[config.mk]
export PLATFORM = sky130hd
export DESIGN_NAME = register_n_shift
export DESIGN_NICKNAME = d
export VERILOG_FILES = /design/src/rtl/register_n_shift.sv
export SDC_FILE = /design/constraint.sdc
export NUM_CORES = 1
export LEC_CHECK = 0
export BUFFER_PORTS_ARGS = -buffer_cell sky130_fd_sc_hd__clkbuf_2
export CAP_MARGIN = 10
export CORE_MARGIN = 8
export CORE_UTILIZATION = 29
export CTS_BUF_LIST = sky130_fd_sc_hd__clkbuf_16
export CTS_CLUSTER_DIAMETER = 60
export DETAILED_ROUTE_END_ITERATION = 10
export HOLD_SLACK_MARGIN = 0.03
export PLACE_DENSITY = 0.49
export SETUP_SLACK_MARGIN = 0.05
export SLEW_MARGIN = 0
export SYNTH_ARGS = -nofsm -noshare
export SYNTH_HDL_FRONTEND = slang
export SYNTH_SLANG_ARGS = --single-unit
[constraint.sdc]
create_clock -name CLK -period 1.7 [get_ports CLK]
set_input_delay 0.085 -clock CLK [delete_from_list [all_inputs] [get_ports CLK]]
set_output_delay 0.085 -clock CLK [all_outputs]
set_load 0.01 [all_outputs]
[src/rtl/register_n_shift.sv]
// Parametrised universal shift register: shift, rotate, arithmetic shift, load, clear,
// plus a WIDTH-bit serial transmit sequence with BUSY/DONE handshake (full duplex on S_IN/S_OUT).
module register_n_shift #(
  parameter  int WIDTH = 4,
  localparam int CNT_W = $clog2(WIDTH + 1)
) (
  input  logic             CLK,
  input  logic             RESET_N,
  input  logic             ENB,
  input  logic             DIR,
  input  logic             S_IN,
  input  logic [2:0]       MODO,
  input  logic [WIDTH-1:0] D,
  output logic [WIDTH-1:0] Q,
  output logic             S_OUT,
  output logic             BUSY,
  output logic             DONE
);

  typedef enum logic [2:0] {
    MODE_HOLD   = 3'b000,
    MODE_SHIFT  = 3'b001,
    MODE_ROTATE = 3'b010,
    MODE_LOAD   = 3'b011,
    MODE_ARITH  = 3'b100,
    MODE_XMIT   = 3'b101,
    MODE_CLEAR  = 3'b110,
    MODE_RSVD   = 3'b111
  } modeType;

  typedef enum logic {
    IDLE = 1'b0,
    XMIT = 1'b1
  } stateType;

  stateType         state;
  logic             dirR;
  logic [CNT_W-1:0] counter;

  // Logical shift with S_IN fill is shared by mode 001 and every transmit cycle.
  logic             shiftDir;
  logic [WIDTH-1:0] shiftQ;
  logic             shiftOut;

  assign shiftDir = (state == XMIT) ? dirR : DIR;
  assign shiftQ   = shiftDir ? {Q[WIDTH-2:0], S_IN} : {S_IN, Q[WIDTH-1:1]};
  assign shiftOut = shiftDir ? Q[WIDTH-1] : Q[0];

  // NOTE: every register here is assigned with <= so all of them sample the pre-edge values.
  always_ff @(posedge CLK or negedge RESET_N) begin
    if (!RESET_N) begin
      state   <= IDLE;
      dirR    <= 1'b0;
      counter <= '0;
      Q       <= '0;
      S_OUT   <= 1'b0;
      BUSY    <= 1'b0;
      DONE    <= 1'b0;
    end else if (ENB) begin
      DONE <= 1'b0;
      if (state == XMIT) begin
        Q       <= shiftQ;
        S_OUT   <= shiftOut;
        counter <= counter - CNT_W'(1);
        if (counter == CNT_W'(1)) begin
          BUSY  <= 1'b0;
          DONE  <= 1'b1;
          state <= IDLE;
        end
      end else begin
        case (modeType'(MODO))
          MODE_SHIFT: begin
            Q     <= shiftQ;
            S_OUT <= shiftOut;
          end
          MODE_ROTATE: begin
            if (DIR) begin
              Q     <= {Q[WIDTH-2:0], Q[WIDTH-1]};
              S_OUT <= Q[WIDTH-1];
            end else begin
              Q     <= {Q[0], Q[WIDTH-1:1]};
              S_OUT <= Q[0];
            end
          end
          MODE_LOAD: Q <= D;
          MODE_ARITH: begin
            if (DIR) begin
              Q     <= {Q[WIDTH-2:0], 1'b0};
              S_OUT <= Q[WIDTH-1];
            end else begin
              Q     <= {Q[WIDTH-1], Q[WIDTH-1:1]};
              S_OUT <= Q[0];
            end
          end
          MODE_XMIT: begin
            Q       <= D;
            dirR    <= DIR;
            counter <= CNT_W'(WIDTH);
            BUSY    <= 1'b1;
            state   <= XMIT;
          end
          MODE_CLEAR: Q <= '0;
          default: ;  // hold and reserved
        endcase
      end
    end
  end

endmodule

==> metrics.log, run 1 <==
INFO  metric regToRegEndpoint = S_OUT
INFO  metric design_power_total = 1.73 mW
INFO  metric post_cts_hold_buffer_count = 1
INFO  metric dp_slack = ~0.20 ns
INFO  metric power_frac_comb = between 40% and 50%
INFO  metric gr-total-overflow = 0
INFO  metric cts_buffers = 3
INFO  metric max-cap-violations = 0
INFO  metric first_global_vias = 746
INFO  metric clock_skew = 0.00499 ns
INFO  metric ys_seq_elements = 12
INFO  metric yosysWarningCount = 0
INFO  metric relative_slew_margins = between 70% and 80%
INFO  metric final_cells = about 140
INFO  metric timing.critical_path.to = S_OUT
INFO  metric top_area_cells_in_the_synthesized_netlist = sky130_fd_sc_hd__dfrtp_1 (33%), sky130_fd_sc_hd__mux2_1 (5.0%), sky130_fd_sc_hd__mux2_2 (5.0%)
INFO  metric timing.final.crit_period = 1.51 ns
INFO  metric pwr-share-seq = 33.0%
INFO  metric min_path_type = primary input to flop
INFO  metric area_added_between_synthesis_and_finish = 20.3%
INFO  metric wl = 2020 um
INFO  metric count_of_nets_left_with_antenna_violations_after_detail_routing = 0
INFO  metric worst_setup_path_start = state
INFO  metric ff2ff_path_depth = 3
INFO  metric switching_power = 0.623 mW
INFO  metric setup_tns_final = 0 ns
INFO  metric syn-num-nets = 107
INFO  metric dpl.hpwl = 1550 um
INFO  metric die_h = approximately 72 um
INFO  metric largest_net_degree_at_the_start_of_global_routing = 14
INFO  metric rows = 20
INFO  metric syn-mean-instance-area = 9.67 um^2
INFO  metric ant_cells = 0
INFO  metric drt_first_iter_violations = 46
INFO  metric insertion_delay = between 0.2 and 0.25 ns
INFO  metric netlist.area_leader.share = 33.4%
INFO  metric drt-wirelength-per-cell = 14.0 um
INFO  metric place.port_buffers = 18
INFO  metric setup_viol_count_final = 0
INFO  metric floorplan.die.width = 71.7 um
INFO  metric cts.root.buffer_cell = sky130_fd_sc_hd__clkbuf_16
INFO  metric power.ir.vdd_worst = 0.000505 V
INFO  metric internal_power = 1.11 mW
INFO  metric maxClockFrequency = 662 MHz
INFO  metric io_pins = 19
INFO  metric cts_tree = yes
INFO  metric finalMaxSlewViolations = 0
INFO  metric cp_data_arrival_time = 1.63 ns
INFO  metric grt_first_pass_wirelength = 3480 um
INFO  metric switching_share = 36.0%
INFO  metric post-route-period-util = 88.9%
INFO  metric nets = 126
INFO  metric seq_area_frac_synth = between 30 and 40%
INFO  metric timing_worst_slew_pin_value = 0.324 ns
INFO  metric layout.core_utilization = 36.0%
INFO  metric htree_levels = 1
INFO  metric dp.cells = around 140
INFO  metric cp-start-kind = flop
INFO  metric rr_startpoint = state
INFO  metric timing.critical_path.fanout_max = 5
INFO  metric layout.filler_cells = between 300 and 400
INFO  metric clock_power_share = 24.6%
INFO  metric power.leakage = 0.524 nW
INFO  metric grt_antenna_before_repair = 0
INFO  metric post-route-drc-count = 0
INFO  metric route.vias.total = 738
INFO  metric cts.sink_count = 12
INFO  metric clk_path_buf_depth = 2
INFO  metric final_common_cell = sky130_fd_sc_hd__clkbuf_2
INFO  metric fin_ws = 0.189 ns
INFO  metric clkSlewWorstSetupHoldPaths = approximately 0.04 ns
INFO  metric post-cts-setup-buffer-count = 0
INFO  metric syn-instance-count = 93
INFO  metric r2r_slack = 0.19 ns
INFO  metric final-hold-violation-count = 0
INFO  metric drive_gt1_share = 29.7%
INFO  metric critPathRequiredTime = between 1.5 and 2 ns
INFO  metric power-per-cell-area = 1600 nW/um^2
INFO  metric most-common-layout-cells = sky130_fd_sc_hd__clkbuf_2 (18), sky130_fd_sc_hd__dfrtp_1 (12), sky130_fd_sc_hd__nand2_1 (7), sky130_fd_sc_hd__a21oi_1 (7), sky130_fd_sc_hd__inv_1 (6)
INFO  metric cts_resized = 0
INFO  metric synth.cell_area = 900 um^2
INFO  metric critPathCaptureType = flop
INFO  metric drt_pass1_iterations = 4
INFO  metric synth_top_cell_by_area = sky130_fd_sc_hd__dfrtp_1
INFO  metric criticalPathCategory = flop to flop
INFO  metric grt_setup_unrepaired = false
INFO  metric route.detailed.vias_per_inst = between 5 and 6
INFO  metric starting_density_of_the_core = 30.0%
INFO  metric ys_types = 35
INFO  metric core_region_area = about 3000 um^2
INFO  metric grtUsageTotal = 8.44%
INFO  metric outcome = finished, final reports clean
INFO  metric die_area = 5140 um^2
INFO  metric gp_routability_congestion = between 0.8 and 0.9
## worst max-delay path, stage by stage (launching register included)
cell and delay, ns:
sky130_fd_sc_hd__dfrtp_1 0.42, sky130_fd_sc_hd__mux2i_4 0.36, sky130_fd_sc_hd__mux2_1 0.35, sky130_fd_sc_hd__mux2_2 0.26
## worst min-delay path by stage
stage / depth (start not counted) / slack (ns) / start / endpoint
global route: 2 / 0.25 / ENB / DONE
global placement: 1 / -0.006 / RESET_N / counter[1]
CTS: 2 / 0.22 / ENB / DONE
detailed placement: 1 / -0.009 / RESET_N / counter[1]
floorplan: 0 / -0.21 / RESET_N / BUSY
finish: 2 / 0.22 / ENB / DONE
## metal layers
metal / global-route usage, % / up-vias / part of all wire, %
li1: - / 374 / -
met1: 9.72 / 344 / 45
met2: 13.0 / 15 / 45
met3: 2.93 / 5 / 6.6
met4: 5.44 / 0 / 2.7
met5: 0 / - / 0
## stage by stage
stage | hold slack (ns) | cell area (um^2)
global placement | -0.00600 | 993
finish | 0.216 | 1080
floorplan | -0.211 | 900
global route | 0.251 | 1080
detailed placement | -0.00917 | 993
CTS | 0.216 | 1080
## power by group through the flow
stage | Sequential, mW | Combinational, mW | Clock [mW]
finish | 0.570 | 0.734 | 0.426
CTS | 0.571 | 0.745 | 0.441
global placement | 0.570 | 0.738 | 0
floorplan | 0.558 | 0.555 | 0
global route | 0.597 | 0.829 | 0.453
detailed placement | 0.572 | 0.739 | 0
## sequential cells by signal, summed over array words and instances (netlist names)
signal / flops
BUSY: 1
dirR: 1
state: 1
DONE: 1
S_OUT: 1
Q: 4
counter: 3
## logic make-up (layout without fill, tap and decap cells)
| group | after synthesis | after routing | synth area share (%) |
|---|---|---|---|
| buffers and inverters | 12 | 30 | 7.51 |
| multiplexers | 15 | 15 | 20.3 |
| AO/OA/AOI/OAI | 30 | 30 | 22.7 |
| XOR/XNOR | 2 | 2 | 1.95 |
| flip-flops | 12 | 12 | 33.4 |
| AND/OR/NAND/NOR | 20 | 20 | 11.4 |
| adder cells (fa/ha/maj) | 2 | 2 | 2.78 |
## cell type report
cell class	count	area (um^2)	area share (%)
clock buffer	3	75.1	6.94
clock inverter	1	3.75	0.347
tap	33	41.3	3.82
inverter	6	22.5	2.08
sequential	12	300	27.7
timing repair buffer	20	108	9.94
multi-input combinational	69	532	49.1
## synthesized netlist by cell type (all sizes together)
cell / number
mux2i: 5
nand3b: 1
nand2: 7
xor2: 2
ha: 2
dfrtp: 12
mux2: 10
o21ai: 7
a21oi: 7
a32oi: 1
a21boi: 1
o21bai: 1
buf: 6
nor3: 1
inv: 6
a22oi: 4
a21o: 5
a31oi: 2
nand3: 3
o22ai: 1
and4b: 1
or2: 1
and3: 1
nand4b: 1
a41o: 1
nor2: 4
Power figures use the tool's default switching activity.
==> inputs of run 2 (changes only) <==
--- a/config.mk
+++ b/config.mk
@@ -13,7 +13,7 @@
 export CTS_CLUSTER_DIAMETER = 60
 export DETAILED_ROUTE_END_ITERATION = 10
 export HOLD_SLACK_MARGIN = 0.03
-export PLACE_DENSITY = 0.49
+export PLACE_DENSITY = 0.5
 export SETUP_SLACK_MARGIN = 0.05
 export SLEW_MARGIN = 0
 export SYNTH_ARGS = -nofsm -noshare
==> constraint.sdc (replaced) <==
create_clock -name CLK -period 1.31 [get_ports CLK]
set_input_delay 0.0655 -clock CLK [delete_from_list [all_inputs] [get_ports CLK]]
set_output_delay 0.0655 -clock CLK [all_outputs]
set_load 0.01 [all_outputs]
==> metrics.log, run 2 (synthesis gave the netlist of run 1 again) <==
INFO  metric cts.sink_count = 12 (unchanged)
INFO  metric min_path_type = primary input to flop
INFO  metric final_common_cell = sky130_fd_sc_hd__clkbuf_2
INFO  metric first_global_vias = 828 (+11%)
INFO  metric final-hold-violation-count = 0 (unchanged)
INFO  metric grt_antenna_before_repair = 0 (unchanged)
INFO  metric drt-wirelength-per-cell = 14.6 um (+4.0%)
INFO  metric grtUsageTotal = 9.74% (+1.3 points)
INFO  metric cts.root.buffer_cell = sky130_fd_sc_hd__clkbuf_16
INFO  metric critPathCaptureType = flop
INFO  metric cp-start-kind = flop
INFO  metric area_added_between_synthesis_and_finish = 37.4%
INFO  metric postPlaceCellArea = 1110 um^2 (+12%)
INFO  metric fin_ws = -0.171 ns (-0.360 ns)
INFO  metric layout.filler_cells = 308 (-2.8%)
INFO  metric final_cells = 158 (+9.7%)
INFO  metric setup_viol_count_final = 5 (+5)
INFO  metric finalInstanceArea = 1240 um^2 (+14%)
INFO  metric timing_worst_slew_pin_value = 0.338 ns (+0.0139 ns)
INFO  metric drt_first_iter_violations = 50 (+8.7%)
INFO  metric cts_buffers = 3 (unchanged)
INFO  metric timing.critical_path.fanout_max = 5 (unchanged)
INFO  metric largestRegisters = Q x4, counter x3
INFO  metric outcome = finished, violations left
INFO  metric design_power_total = 2.59 mW (+50%)
INFO  metric maxClockFrequency = 675 MHz (+2.0%)
INFO  metric criticalPathCategory = flop to flop
INFO  metric max_reg_flops = 4 (unchanged)
INFO  metric dp.cells = 154 (+11%)
INFO  metric power-per-cell-area = 2100 nW/um^2 (+31%)
INFO  metric insertion_delay = 0.24 ns (about the same)
INFO  metric htree_levels = 1 (unchanged)
INFO  metric wl = 2310 um (+14%)
INFO  metric clock_skew = 0.000847 ns (-0.00415 ns)
INFO  metric gr-total-overflow = 0 (unchanged)
INFO  metric critPathRequiredTime = 1.43 ns (-0.39 ns)
INFO  metric place.port_buffers = 18 (unchanged)
INFO  metric max-cap-violations = 0 (unchanged)
INFO  metric post-route-period-util = 113% (+24 points)
INFO  metric most-common-layout-cells = sky130_fd_sc_hd__clkbuf_2 (18), sky130_fd_sc_hd__buf_4 (16), sky130_fd_sc_hd__dfrtp_1 (12), sky130_fd_sc_hd__nand2_1 (7)
INFO  metric drt_pass1_iterations = 4 (unchanged)
INFO  metric clkSlewWorstSetupHoldPaths = 0.04 ns (about the same)
INFO  metric power.leakage = 0.617 nW (+18%)
INFO  metric timing.final.crit_period = 1.48 ns (-0.0303 ns)
INFO  metric post-cts-setup-buffer-count = 0 (unchanged)
INFO  metric gp_routability_congestion = 0.837 (-1.8%)
INFO  metric count_of_nets_left_with_antenna_violations_after_detail_routing = 0 (unchanged)
INFO  metric post-route-drc-count = 0 (unchanged)
INFO  metric route.detailed.vias_per_inst = 5.06 (-1.3%)
INFO  metric clk_path_buf_depth = 2 (unchanged)
INFO  metric area.sequential = 300 um^2 (unchanged)
INFO  metric layout.core_utilization = 41.2% (+5.1 points)
INFO  metric drive_gt1_share = 44.8% (+15 points)
INFO  metric ant_cells = 0 (unchanged)
INFO  metric multiInputGateArea = 577 um^2 (+8.5%)
INFO  metric grt_setup_unrepaired = true
INFO  metric die_h = 71.7 um (unchanged)
INFO  metric floorplan.die.width = 71.7 um (unchanged)
INFO  metric route.vias.total = 799 (+8.3%)
INFO  metric rows = 20 (unchanged)
INFO  metric finalMaxSlewViolations = 0 (unchanged)
INFO  metric r2r_slack = -0.17 ns (-0.36 ns)
INFO  metric grt_first_pass_wirelength = 4010 um (+15%)
INFO  metric largest_net_degree_at_the_start_of_global_routing = 13 (-1)
INFO  metric core_region_area = 3000 um^2 (unchanged)
INFO  metric relative_slew_margins = 77.5% (-0.88 points)
INFO  metric dpl.hpwl = 1780 um (+15%)
INFO  metric cts_tree = yes
INFO  metric violations_in_the_final_reports = negative setup slack
INFO  metric nets = 141 (+12%)
INFO  metric power.ir.vdd_worst = 0.000689 V (+36%)
INFO  metric die_area = 5140 um^2 (unchanged)
INFO  metric starting_density_of_the_core = 30.0% (unchanged)
INFO  metric io_pins = 19 (unchanged)
INFO  metric cp_data_arrival_time = 1.60 ns (-0.03 ns)
INFO  metric max_flop_register = Q
==> run 2: worst paths after layout <==
check	start	to	cells after the start
worst min-delay path	ENB	DONE	3
worst max register to register	state	Q[2]	4
worst max-delay path	state	Q[2]	4
max in group asynchronous	RESET_N	Q[2]	2
min in group asynchronous	RESET_N	BUSY	2
worst min register to register	counter[1]	counter[1]	2
==> run 2: critical path, stage by stage (launching register included) <==
cell and delay (ns):
sky130_fd_sc_hd__dfrtp_1 0.40, sky130_fd_sc_hd__mux2i_4 0.36, sky130_fd_sc_hd__mux2i_1 0.26, sky130_fd_sc_hd__a22oi_2 0.08, sky130_fd_sc_hd__mux2_4 0.27
==> run 2: power by group <==
part | switching [mW] | internal, mW | total, mW
registers | 0.124 | 0.542 | 0.666
clock network | 0.162 | 0.398 | 0.560
logic | 0.623 | 0.745 | 1.37
==> run 2: routing by layer <==
layer	routed length [um]	global-route usage (%)	part of all wire (%)
met1	1090	12.4	47
met2	1040	14.9	45
met5	0	0	0
met4	37	4.99	1.6
met3	135	2.23	5.8
==> run 2: final cells by class <==
| cell class | count | area share (%) |
|---|---|---|
| Timing Repair Buffer | 35 | 17.8 |
| Multi-Input combinational cell | 69 | 46.7 |
| Inverter | 6 | 1.82 |
| Sequential cell | 12 | 24.3 |
| Clock buffer | 3 | 6.07 |
| Tap cell | 33 | 3.34 |
==> run 2: metrics by stage <==
stage	worst slack, ns	setup TNS (ns)	hold slack (ns)
3_5_place_dp	-0.213	-0.817	-0.0188
6_report	-0.171	-0.748	0.211
5_1_grt	-0.255	-1.13	0.234
4_1_cts	-0.156	-0.709	0.217
2_1_floorplan	-0.139	-0.451	-0.230
3_3_place_gp	-0.209	-0.741	-0.0229
==> run 2: timing repair <==
action | in CTS | in global routing
resized for setup | 7 | 3
setup endpoints to repair | 5 | 6
hold endpoints to repair | 12 | 0
pin swaps | 2 | 1
hold buffers | 1 | 0
==> inputs of run 3 (changes only) <==
--- a/config.mk
+++ b/config.mk
@@ -19,3 +19,4 @@
 export SYNTH_ARGS = -nofsm -noshare
 export SYNTH_HDL_FRONTEND = slang
 export SYNTH_SLANG_ARGS = --single-unit
+export TNS_END_PERCENT = 1
==> metrics.log, run 3 (synthesis gave the netlist of run 1 again) <==
INFO  metric largest_net_degree_at_the_start_of_global_routing = 13 (unchanged)
INFO  metric post-route-drc-count = 0 (unchanged)
INFO  metric whs = 0.190 ns (-0.0214 ns)
INFO  metric timing.critical_path.fanout_max = 5 (unchanged)
INFO  metric count_of_nets_left_with_antenna_violations_after_detail_routing = 0 (unchanged)
INFO  metric power.ir.vdd_worst = 0.000919 V (+33%)
INFO  metric grt_setup_unrepaired = true
INFO  metric insertion_delay = 0.24 ns (about the same)
INFO  metric final-hold-violation-count = 0 (unchanged)
INFO  metric switching_power = 0.876 mW (-3.5%)
INFO  metric power_frac_comb = 51.5% (-1.3 points)
INFO  metric nets = 140 (-0.71%)
INFO  metric final_cells = 158 (unchanged)
INFO  metric relative_slew_margins = 78.2% (+0.73 points)
INFO  metric cp_data_arrival_time = 1.59 ns (about the same)
INFO  metric floorplan.die.width = 71.7 um (unchanged)
INFO  metric criticalPathCategory = flop to flop
INFO  metric route.detailed.vias_per_inst = 5.16 (+2.0%)
INFO  metric max_flop_register = Q
INFO  metric setup_tns_final = -0.642 ns (+0.106 ns)
INFO  metric area_added_between_synthesis_and_finish = 35.3%
INFO  metric drt_first_iter_violations = 36 (-28%)
INFO  metric final_common_cell = sky130_fd_sc_hd__clkbuf_2
INFO  metric dpl.hpwl = 1710 um (-4.3%)
INFO  metric critPathCaptureType = flop
INFO  metric gr-total-overflow = 0 (unchanged)
INFO  metric cp_cell_sequence = mux2i_4, mux2i_2, a22oi_2, mux2_2
INFO  metric grt_antenna_before_repair = 0 (unchanged)
INFO  metric finalMaxSlewViolations = 0 (unchanged)
INFO  metric post-route-period-util = 112% (-0.74 points)
INFO  metric critPathRequiredTime = 1.43 ns (about the same)
INFO  metric post-cts-setup-buffer-count = 0 (unchanged)
INFO  metric drt-wirelength-per-cell = 13.9 um (-4.9%)
INFO  metric gp_routability_congestion = 0.814 (-2.8%)
INFO  metric drt_pass1_iterations = 4 (unchanged)
INFO  metric first_global_vias = 827 (-0.12%)
INFO  metric grtUsageTotal = 9.27% (-0.47 points)
INFO  metric critical_path.slowest_cell = sky130_fd_sc_hd__dfrtp_2
INFO  metric io_pins = 19 (unchanged)
INFO  metric switching_share = 34.3% (-0.76 points)
INFO  metric cp-start-kind = flop
INFO  metric clock_power_share = 22.0% (+0.4 points)
INFO  metric die_h = 71.7 um (unchanged)
INFO  metric largestRegisters = Q x4, counter x3
INFO  metric clkSlewWorstSetupHoldPaths = 0.05 ns (about the same)
INFO  metric drive_gt1_share = 44.0% (-0.80 points)
INFO  metric ant_cells = 0 (unchanged)
INFO  metric place.port_buffers = 18 (unchanged)
INFO  metric cts_tree = yes
INFO  metric clock_skew = 0.00295 ns (+0.00210 ns)
INFO  metric grt_first_pass_wirelength = 3820 um (-4.6%)
INFO  metric rr_startpoint = state
INFO  metric internal_power = 1.68 mW (-0.20%)
INFO  metric power.leakage = 0.605 nW (-1.9%)
INFO  metric violations_in_the_final_reports = negative setup slack
INFO  metric worst_setup_path_start = state
INFO  metric clk_path_buf_depth = 2 (unchanged)
INFO  metric die_area = 5140 um^2 (unchanged)
INFO  metric worst-path-buf-inv = 0 (unchanged)
INFO  metric rows = 20 (unchanged)
INFO  metric setup_viol_count_final = 5 (unchanged)
INFO  metric pwr-share-seq = 26.5% (+0.8 points)
INFO  metric worst_hold_startpoint = ENB
INFO  metric timing_worst_slew_pin_value = 0.327 ns (-0.0109 ns)
INFO  metric max-cap-violations = 0 (unchanged)
INFO  metric maxClockFrequency = 680 MHz (+0.66%)
INFO  metric most-common-layout-cells = sky130_fd_sc_hd__clkbuf_2 (18), sky130_fd_sc_hd__buf_4 (15), sky130_fd_sc_hd__dfrtp_1 (11), sky130_fd_sc_hd__nand2_1 (7), sky130_fd_sc_hd__a21oi_1 (7)
INFO  metric cts.root.buffer_cell = sky130_fd_sc_hd__clkbuf_16
INFO  metric layout.filler_cells = 309 (+0.32%)
INFO  metric outcome = finished, violations left
INFO  metric critical-path-max-stage-delay = 0.39 ns (about the same)
INFO  metric starting_density_of_the_core = 30.0% (unchanged)
INFO  metric cpLargestDelayFamily = multiplexers
INFO  metric timing.final.crit_period = 1.47 ns (-0.00965 ns)
INFO  metric wl = 2200 um (-4.9%)
INFO  metric dp_slack = -0.218 ns (-0.00482 ns)
INFO  metric power-per-cell-area = 2100 nW/um^2 (+0.16%)
INFO  metric htree_levels = 1 (unchanged)
INFO  metric cts.sink_count = 12 (unchanged)
INFO  metric route.vias.total = 815 (+2.0%)
INFO  metric cts_buffers = 3 (unchanged)
INFO  metric min_path_type = primary input to flop
INFO  metric max_reg_flops = 4 (unchanged)
INFO  metric core_region_area = 3000 um^2 (unchanged)
INFO  metric fin_ws = -0.161 ns (+0.00965 ns)
INFO  metric dp.cells = 153 (-0.65%)
## run 3: cell types whose count changed in the layout (fill, tap and decap cells not counted), sizes merged
cell,delta
clkinv,+1
buf,-1
## run 3: area by class of cell
cell class	instances	area, um^2	area share [%]
multi-input cells	69	561	46.0
flip-flops and latches	12	302	24.8
repair buffers	34	213	17.5
clock buffers	3	75.1	6.17
well taps	33	41.3	3.39
inverters	6	22.5	1.85
clock inverters	1	3.75	0.308
## run 3: what timing repair did
action | 4_1_cts | 5_1_grt
resized for setup | 2 | 6
pin swaps | 3 | 3
endpoints found under the setup margin | 5 | 6
endpoints found under the hold margin | 12 | 0
hold buffers | 1 | 0
## run 3: power by group through the flow
stage	registers, mW	clock network [mW]	logic (mW)
final	0.679	0.563	1.32
after global routing	0.701	0.597	1.47
after CTS	0.678	0.573	1.27
after detailed placement	0.683	0	1.23
after global placement	0.674	0	1.24
after floorplan	0.726	0	0.741
## run 3: routing by layer
layer | up-vias | GRT usage [%] | share of wire, %
met5 | - | 0 | 0
met3 | 4 | 2.65 | 6.2
met4 | 0 | 5.44 | 1.8
li1 | 403 | - | -
met1 | 387 | 10.8 | 45
met2 | 21 | 14.8 | 47
## run 3: worst register-to-register path, stage by stage, from the launching register on
cell                      delay [ns]
sky130_fd_sc_hd__dfrtp_2        0.39
sky130_fd_sc_hd__mux2i_4        0.35
sky130_fd_sc_hd__mux2i_2        0.27
sky130_fd_sc_hd__a22oi_2        0.07
sky130_fd_sc_hd__mux2_2         0.26
## run 3: worst paths after layout
check | end | slack [ns] | cells past startpoint
setup / recovery | Q[2] | -0.16 | 4
hold / removal | DONE | 0.19 | 2
setup reg to reg | Q[2] | -0.16 | 4
hold reg to reg | counter[1] | 0.52 | 2
max in group asynchronous | state | 0.79 | 2
min in group asynchronous | counter[0] | 0.25 | 2
## run 3: per-stage QoR
stage | instance area (um^2) | utilization [%] | power, mW
floorplan | 903 | - | 1.47
global placement | 1100 | 36.7 | 1.91
global route | 1220 | 40.5 | 2.77
finish | 1220 | 40.5 | 2.56
CTS | 1200 | 39.9 | 2.52
detailed placement | 1100 | 36.7 | 1.92
